$ cat src/rtl/hazard_forward_ctrl_pkg.sv
// Shared types for the hazard/forwarding controller: forward select codes, pipeline tag and match helper.
// Pure declarations; no timing or flow-control behaviour of its own.
package hazard_forward_ctrl_pkg;

    localparam logic [1:0] FWD_RF  = 2'b00;
    localparam logic [1:0] FWD_WB  = 2'b01;
    localparam logic [1:0] FWD_MEM = 2'b10;

    // Tag rd field is sized for the widest register file in use; narrower addresses are zero-extended.
    localparam int TAG_RD_W = 8;

    typedef struct packed {
        logic                valid;
        logic [TAG_RD_W-1:0] rd;
        logic                reg_write;
        logic                is_load;
    } tag_t;

    localparam tag_t BUBBLE_TAG = '{valid: 1'b0, rd: '0, reg_write: 1'b0, is_load: 1'b0};

    function automatic logic tag_hits(input tag_t                t,
                                      input logic [TAG_RD_W-1:0] src,
                                      input logic                src_used,
                                      input logic                zero_en);
        return t.valid && t.reg_write && src_used && (t.rd == src)
               && !(zero_en && (src == '0));
    endfunction

endpackage

$ cat src/rtl/hazard_forward_ctrl_src_match.sv
// Forward select for one source operand against the EX and MEM tags, plus an EX-load hit flag.
// Purely combinational; no flow control.
module fwd_src_match
    import hazard_forward_ctrl_pkg::*;
#(
    parameter int REG_ADDR_W  = 5,
    parameter int ZERO_REG_EN = 1
) (
    input  logic [REG_ADDR_W-1:0] src,
    input  logic                  src_used,
    input  tag_t                  ex_t,
    input  tag_t                  mem_t,
    output logic [1:0]            sel,
    output logic                  ex_load_hit
);

    logic [TAG_RD_W-1:0] src_ext;
    logic                zero_en;
    logic                ex_hit;
    logic                mem_hit;
    logic                unused_mem_load;

    assign src_ext = TAG_RD_W'(src);
    assign zero_en = (ZERO_REG_EN != 0);

    assign ex_hit  = tag_hits(ex_t,  src_ext, src_used, zero_en);
    assign mem_hit = tag_hits(mem_t, src_ext, src_used, zero_en);

    // The instruction in EX now sits in MEM when the consumer reaches EX, hence the MEM select.
    assign sel = ex_hit  ? FWD_MEM :
                 mem_hit ? FWD_WB  : FWD_RF;

    assign ex_load_hit = ex_hit && ex_t.is_load;

    // A load already in MEM has its data by the time the consumer needs it.
    assign unused_mem_load = mem_t.is_load;

endmodule

$ cat src/rtl/hazard_forward_ctrl.sv
// Hazard/forwarding control for a 5-stage pipeline: stall and ex_hold are combinational, forward selects registered (1 cycle).
// Back-pressures ID via stall on load-use (1 bubble) or multi-cycle EX (MUL_LAT-1 cycles); flush overrides everything.
module hazard_forward_ctrl
    import hazard_forward_ctrl_pkg::*;
#(
    parameter int REG_ADDR_W  = 5,
    parameter int MUL_LAT     = 4,
    parameter int ZERO_REG_EN = 1
) (
    input  logic                  clk,
    input  logic                  reset,
    input  logic                  id_valid,
    input  logic [REG_ADDR_W-1:0] id_rs,
    input  logic [REG_ADDR_W-1:0] id_rt,
    input  logic                  id_uses_rs,
    input  logic                  id_uses_rt,
    input  logic [REG_ADDR_W-1:0] id_rd,
    input  logic                  id_reg_write,
    input  logic                  id_mem_read,
    input  logic                  id_multi,
    input  logic                  flush,
    output logic                  stall,
    output logic [1:0]            forward_a,
    output logic [1:0]            forward_b,
    output logic                  ex_hold
);

    localparam int               CNT_W    = $clog2(MUL_LAT) + 1;
    localparam logic [CNT_W-1:0] CNT_INIT = CNT_W'(MUL_LAT - 1);

    tag_t             ex_t;
    tag_t             mem_t;
    tag_t             wb_t;
    tag_t             id_tag;
    logic [CNT_W-1:0] busy_cnt;

    logic [1:0] sel_a;
    logic [1:0] sel_b;
    logic       load_hit_a;
    logic       load_hit_b;
    logic       load_use;
    logic       busy;
    logic       unused_wb;

    fwd_src_match #(
        .REG_ADDR_W  (REG_ADDR_W),
        .ZERO_REG_EN (ZERO_REG_EN)
    ) u_match_rs (
        .src         (id_rs),
        .src_used    (id_uses_rs),
        .ex_t        (ex_t),
        .mem_t       (mem_t),
        .sel         (sel_a),
        .ex_load_hit (load_hit_a)
    );

    fwd_src_match #(
        .REG_ADDR_W  (REG_ADDR_W),
        .ZERO_REG_EN (ZERO_REG_EN)
    ) u_match_rt (
        .src         (id_rt),
        .src_used    (id_uses_rt),
        .ex_t        (ex_t),
        .mem_t       (mem_t),
        .sel         (sel_b),
        .ex_load_hit (load_hit_b)
    );

    always_comb begin
        id_tag           = BUBBLE_TAG;
        id_tag.valid     = id_valid;
        id_tag.rd        = TAG_RD_W'(id_rd);
        id_tag.reg_write = id_reg_write;
        id_tag.is_load   = id_mem_read;
    end

    assign load_use = id_valid && (load_hit_a || load_hit_b);
    assign busy     = (busy_cnt != '0);
    assign stall    = !flush && (load_use || busy);
    assign ex_hold  = busy;

    always_ff @(posedge clk or posedge reset) begin
        if (reset) begin
            ex_t      <= BUBBLE_TAG;
            mem_t     <= BUBBLE_TAG;
            wb_t      <= BUBBLE_TAG;
            busy_cnt  <= '0;
            forward_a <= FWD_RF;
            forward_b <= FWD_RF;
        end else begin
            wb_t <= mem_t;
            if (flush) begin
                // The branch (or a multi-cycle op still in EX) retires; the ID instruction is dropped.
                mem_t     <= ex_t;
                ex_t      <= BUBBLE_TAG;
                busy_cnt  <= '0;
                forward_a <= FWD_RF;
                forward_b <= FWD_RF;
            end else if (busy) begin
                mem_t    <= BUBBLE_TAG;
                busy_cnt <= busy_cnt - CNT_W'(1);
            end else if (load_use) begin
                mem_t     <= ex_t;
                ex_t      <= BUBBLE_TAG;
                forward_a <= FWD_RF;
                forward_b <= FWD_RF;
            end else begin
                mem_t     <= ex_t;
                ex_t      <= id_tag;
                forward_a <= sel_a;
                forward_b <= sel_b;
                if (id_valid && id_multi) begin
                    busy_cnt <= CNT_INIT;
                end
            end
        end
    end

    // WB tag completes the in-flight picture but nothing downstream consumes it here.
    assign unused_wb = ^wb_t;

endmodule

$ cat config.mk
export PLATFORM = sky130hd
export DESIGN_NAME = hazard_forward_ctrl
export DESIGN_NICKNAME = d
export VERILOG_FILES = /design/src/rtl/hazard_forward_ctrl_pkg.sv /design/src/rtl/hazard_forward_ctrl_src_match.sv /design/src/rtl/hazard_forward_ctrl.sv
export SDC_FILE = /design/constraint.sdc
export NUM_CORES = 1
export LEC_CHECK = 0
export CAP_MARGIN = 20
export CORE_UTILIZATION = 47
export CTS_BUF_LIST = sky130_fd_sc_hd__clkbuf_16
export CTS_CLUSTER_SIZE = 30
export DETAILED_ROUTE_END_ITERATION = 8
export PLACE_DENSITY = 0.85
export SLEW_MARGIN = 10
export SYNTH_ARGS = -nofsm -noshare
export SYNTH_HDL_FRONTEND = slang
export SYNTH_SLANG_ARGS = --single-unit
$ cat constraint.sdc
create_clock -name clk -period 3.4 [get_ports clk]
set_input_delay 1.02 -clock clk [delete_from_list [all_inputs] [get_ports clk]]
set_output_delay 1.02 -clock clk [all_outputs]
set_load 0.01 [all_outputs]
==> impl_metrics.ini, run 1 <==
[run_status]
status = complete, but fails checks
failed_checks = negative setup slack

[floorplanning]
initial_utilization_pct = 51.11
core_mm2 = 0.002255
rows = 17
die-area_mm2 = 0.002654
die_x_um = 51.52
num_io_pins = 30
die_y_um = 51.52

[placed_design]
dpl_worst_slack_ns = -0.7627
postPlaceCellArea_mm2 = 0.001602
dp_hpwl_um = 2212
io_buffers = 29
routabilityCongestion = 0.9216

[sta]
tns_ns = -0.05078
fmax_mhz = 289.8
finalHoldViolations = 0
hold_ws_ns = 0.5012
slew_viol_final = 0
fin_ws_ns = -0.05078
fin_skew_ns = 0.001340
tightest_slew_ns = 0.8040
finalCriticalPeriod_ns = 3.451
relSlewSlack_pct = 46.34
setup_viol = 1
finalCritPeriodShare_pct = 101.5
rsz0062_at_grt = yes

[cts]
clk_pin_slew_ns = 0.06
cts.sinks = 22
cts_max_level = 1
clockRootBuffer = clkbuf_16
worstSkewPairLatency_ns = 0.26
tritoncts = yes
cts_buffers = 3
clockBufferDepth = 2

[setup_path]
cp.required_ns = 2.38
worstSetupPathType = in -> out
start_kind = primary input
endpoint_kind = output port
reg2reg_depth = 8
cp_data_arrival_time_ns = 2.43
crit_path_max_fanout = 2

[route]
drt-initial-drc-count = 22
vias = 985
dr.pass1.iters = 4
antenna_left = 0
drc = 0
wl_per_cell_um = 16.25
avgViaCountPerCell = 5.412
routed_wl_um = 2958

[synthesis]
syn_inst = 103
synth_top_family_by_area = XOR/XNOR gates
synth_xor_area_share_pct = 15.96
yosys_most_used_dff = dfrtp_1
synthArstFlopShare_pct = 100.0
syn_area_mm2 = 0.001152
netlist_top_cells_area = dfrtp_1 (48%), xnor2_1 (11%), a22o_1 (8.4%)
synth_top_area_share_pct = 47.77
synth.most_common_cell = dfrtp_1
synthTopCellsByCount = dfrtp_1 (22), xnor2_1 (15), a22o_1 (11)
yosysSeqAreaShare_pct = 47.77
synth_area_leader_cell = dfrtp_1
synth-simple-area-share_pct = 15.64
synth_enable_flop_cells = 0
syn-num-nets = 129
syn_avg_cell_area_um2 = 11.19
synthAdderAreaFrac_pct = 2.172
synth-compound-area-share_pct = 14.88
muxShareOfSynthArea_pct = 1.954
ys_ff_latch = 22
synth_warnings = 0
yosysUniqueCellTypes = 22

[global_route]
grt_pass1_vias = 1034
antenna_found_initial = 0
grt_pass1_wl_um = 4712
track_usage_pct = 25.64
grt_max_degree = 23
grt_remaining_overflow = 0

[finish]
antenna_cells = 0
drive_gt1_share_pct = 27.27
layout.nets = 182
final_area_mm2 = 0.001710
area_growth_syn_to_layout_pct = 48.43

[hold_path]
hold_depth = 1
hp-class = reg -> reg

[power_and_ir_drop]
finalPower_uw = 998.6
power_leakage_nw = 0.7779
ir_drop_mv = 0.6944
power.density_mw_per_mm2 = 583.8

[run]
drv_cap = 0
[worst max-delay path, cell delays in order]
cell	delay, ns
buf_6	0.09
or4_4	0.53
o21ai_4	0.16
nor3_2	0.07
o21a_4	0.22
a21oi_2	0.14
nor2_1	0.07
buf_2	0.14
[registers in the layout, summed over array words and instances, names as in the netlist]
register and flops:
ex_t 8, mem_t 7, busy_cnt 3, forward_a 2, forward_b 2
[where the power goes]
group / leakage, nW / internal [mW] / total, mW / switching (mW)
registers: 0.297 / 0.327 / 0.391 / 0.0644
clock network: 0.0370 / 0.155 / 0.246 / 0.0903
logic: 0.444 / 0.182 / 0.362 / 0.180
[per-layer routing]
| metal | global-route usage (%) | wire length [µm] | vias up |
|---|---|---|---|
| met2 | 46.10 | 1568 | 33 |
| met5 | 0 | 0 | - |
| met1 | 28.63 | 1142 | 478 |
| li1 | - | - | 465 |
| met4 | 10.36 | 84 | 0 |
| met3 | 6.433 | 163 | 9 |
[layout make-up]
class	instances	area, µm²
flip-flops and latches	22	550.5
well taps	28	35.03
repair buffers	49	410.4
clock buffers	3	75.07
fillers	157	544.3
multi-input cells	76	624.3
inverters	4	15.01
[cells in the final DEF, fill, tap and decap left out, types with 4 or more instances in the layout]
cell / synthesis / final
nand3_1: 5 / 5
xnor2_1: 15 / 14
nor2b_1: 8 / 8
nor3_1: 6 / 5
clkdlybuf4s50_1: 0 / 18
buf_2: 0 / 6
buf_4: 0 / 20
a22o_1: 11 / 11
dfrtp_1: 22 / 22
nor2_1: 5 / 5
inv_1: 4 / 4
xor2_1: 6 / 6
[final timing paths]
path | from | endpoint | slack [ns]
max | id_rs[1] | stall | -0.05
min | busy_cnt[1] | busy_cnt[1] | 0.50
max reg2reg | ex_t[6] | busy_cnt[0] | 1.39
min reg2reg | busy_cnt[1] | busy_cnt[1] | 0.50
max in group asynchronous | reset | mem_t[1] | 1.68
min in group asynchronous | reset | ex_t[4] | 1.22
[metrics by stage]
step / utilization, % / cells
after detailed placement: 71.03 / 176
after CTS: 75.19 / 182
after global routing: 75.86 / 182
after global placement: 71.03 / 176
after floorplan: - / 103
final: 75.86 / 182
[cell families after synthesis]
family,count (synthesis)
buf+inv,5
flops,22
fa+ha+maj,2
compound gates,19
xor+xnor,21
simple gates,32
mux,2
[repair_timing]
item                       4_1_cts  5_1_grt
setup endpoints to repair        1        1
pin swaps                       10        4
setup buffers                    3        0
cloned                           0        0
resized for setup               43        2
hold buffers                     0        0
No activity file was read; power rests on OpenSTA's default activity.
==> run 2, diff against run 1 <==
--- a/config.mk
+++ b/config.mk
@@ -10,6 +10,7 @@
 export CTS_BUF_LIST = sky130_fd_sc_hd__clkbuf_16
 export CTS_CLUSTER_SIZE = 30
 export DETAILED_ROUTE_END_ITERATION = 8
+export HOLD_SLACK_MARGIN = 0.12
 export PLACE_DENSITY = 0.85
 export SLEW_MARGIN = 10
 export SYNTH_ARGS = -nofsm -noshare
==> results of run 2 <==
Same layout as run 1: the final DEF is identical, and so are final timing and power.
==> run 3, diff against run 2 <==
--- a/config.mk
+++ b/config.mk
@@ -12,6 +12,7 @@
 export DETAILED_ROUTE_END_ITERATION = 8
 export HOLD_SLACK_MARGIN = 0.12
 export PLACE_DENSITY = 0.85
+export SKIP_CTS_REPAIR_TIMING = 1
 export SLEW_MARGIN = 10
 export SYNTH_ARGS = -nofsm -noshare
 export SYNTH_HDL_FRONTEND = slang
==> impl_metrics.ini, run 3 (same netlist as run 1, synthesis figures left out) <==
[run_status]
status = complete, but fails checks
failed_checks = negative setup slack

[cts]
clk_pin_slew_ns = 0.05
cts_buffers = 3
cts_max_level = 1
clockBufferDepth = 2
cts.sinks = 22
tritoncts = yes
clockRootBuffer = clkbuf_16
worstSkewPairLatency_ns = 0.26

[sta]
fin_ws_ns = -0.1177
relSlewSlack_pct = 46.51
fin_skew_ns = 0.001361
slew_viol_final = 0
tightest_slew_ns = 0.8015
rsz0062_at_grt = yes
finalCritPeriodShare_pct = 103.5
finalCriticalPeriod_ns = 3.518
setup_viol = 1
finalHoldViolations = 0
fmax_mhz = 284.3

[placed_design]
routabilityCongestion = 0.9216
dpl_worst_slack_ns = -0.7627
io_buffers = 29
dp_hpwl_um = 2212

[route]
wl_per_cell_um = 16.92
dr.pass1.iters = 4
vias = 1000
antenna_left = 0
avgViaCountPerCell = 5.525
drc = 0
routed_wl_um = 3062
drt-initial-drc-count = 23

[hold_path]
hp-class = reg -> reg
hold_depth = 1

[setup_path]
endpoint_kind = output port
start_kind = primary input
crit_path_max_incr_delay_ns = 0.53
path_depth = 8
rr_startpoint = ex_t[3]
crit_buf_inv = 2
reg2reg_depth = 8
cp_data_arrival_time_ns = 2.50
crit_path_max_fanout = 2
crit_end = stall
cp_slowest_cell = or4_4
crit_family = simple AND/OR/NAND/NOR gates
r2r_setup_slack_ns = 1.41
cp_cell_sequence = dlymetal6s2s_1 > or4_4 > o21ai_4 > nor3_4 > o21a_4 > a21oi_2 > nor2_1 > buf_2
startpoint = id_rt[1]
worstSetupPathType = in -> out
r2r-end = busy_cnt[1]
cp.required_ns = 2.38

[finish]
antenna_cells = 0
largest-register = ex_t
area_growth_syn_to_layout_pct = 50.60
drive_gt1_share_pct = 24.84
largest_reg_flops = 8
final.fill_count = 155
final_common_cell = dfrtp_1
layout.nets = 181
top_regs = ex_t (8), mem_t (7), busy_cnt (3)
final_cell_mix = dfrtp_1 (22), buf_4 (19), clkdlybuf4s50_1 (18), xnor2_1 (14), a22o_1 (11)

[floorplanning]
rows = 17
num_io_pins = 30
die_y_um = 51.52
die-area_mm2 = 0.002654
core_mm2 = 0.002255
die_x_um = 51.52
initial_utilization_pct = 51.11

[global_route]
grt_pass1_wl_um = 4643
antenna_found_initial = 0
grt_max_degree = 23
grt_remaining_overflow = 0
track_usage_pct = 25.06
grt_pass1_vias = 1010

[power_and_ir_drop]
finalPower_mw = 1.001
power_leakage_nw = 0.8314
ir_drop_mv = 0.6746
power.density_mw_per_mm2 = 576.6

[run]
drv_cap = 0
## run 3: cell count changes in the layout (fill, tap and decap cells not counted)
cell             change
dlymetal6s2s_1       +6
dlygate4sd2_1        -2
nor3_4               +1
nor3_2               -1
buf_6                -1
buf_2                -5
clkbuf_2             +3
buf_4                -1
clkdlybuf4s15_1      -1
## run 3: metal layers
layer  global-route usage [%]  up-vias  part of all wire (%)
met1                    28.57      491                    38
li1                         -      464                     -
met4                    8.108        0                   2.4
met3                    6.725        9                   5.2
met5                        0        -                     0
met2                    45.02       36                    54
## run 3: worst min-delay path by stage
stage	to	startpoint
after floorplan	busy_cnt[1]	busy_cnt[1]
after global placement	busy_cnt[1]	busy_cnt[1]
after detailed placement	busy_cnt[1]	busy_cnt[1]
after CTS	busy_cnt[1]	busy_cnt[1]
after global routing	forward_b[1]	forward_b[1]
final	busy_cnt[1]	busy_cnt[1]
## run 3: layout make-up
cell class	count	area (µm²)	share of cell area (%)
clock buffer	3	75.07	4.326
inverter	4	15.01	0.8652
multi-input combinational	76	630.6	36.34
sequential	22	550.5	31.72
tap	28	35.03	2.019
timing repair buffer	48	429.2	24.73
## run 3: through the flow
stage	TNS (ns)	area (µm²)	hold slack, ns	cells	utilization [%]
final	-0.1177	1735	0.4950	181	76.97
after global placement	-0.6964	1602	0.4679	176	71.03
after detailed placement	-0.7627	1602	0.4904	176	71.03
after CTS	-0.7977	1677	0.5023	179	74.36
after floorplan	0	1152	0.4581	103	-
after global routing	-0.1405	1735	0.5301	181	76.97
## run 3: where the power goes
| part | leakage (nW) | internal (mW) | switching, mW |
|---|---|---|---|
| sequential | 0.297 | 0.327 | 0.0636 |
| combinational | 0.498 | 0.182 | 0.182 |
| clock | 0.0370 | 0.155 | 0.0900 |
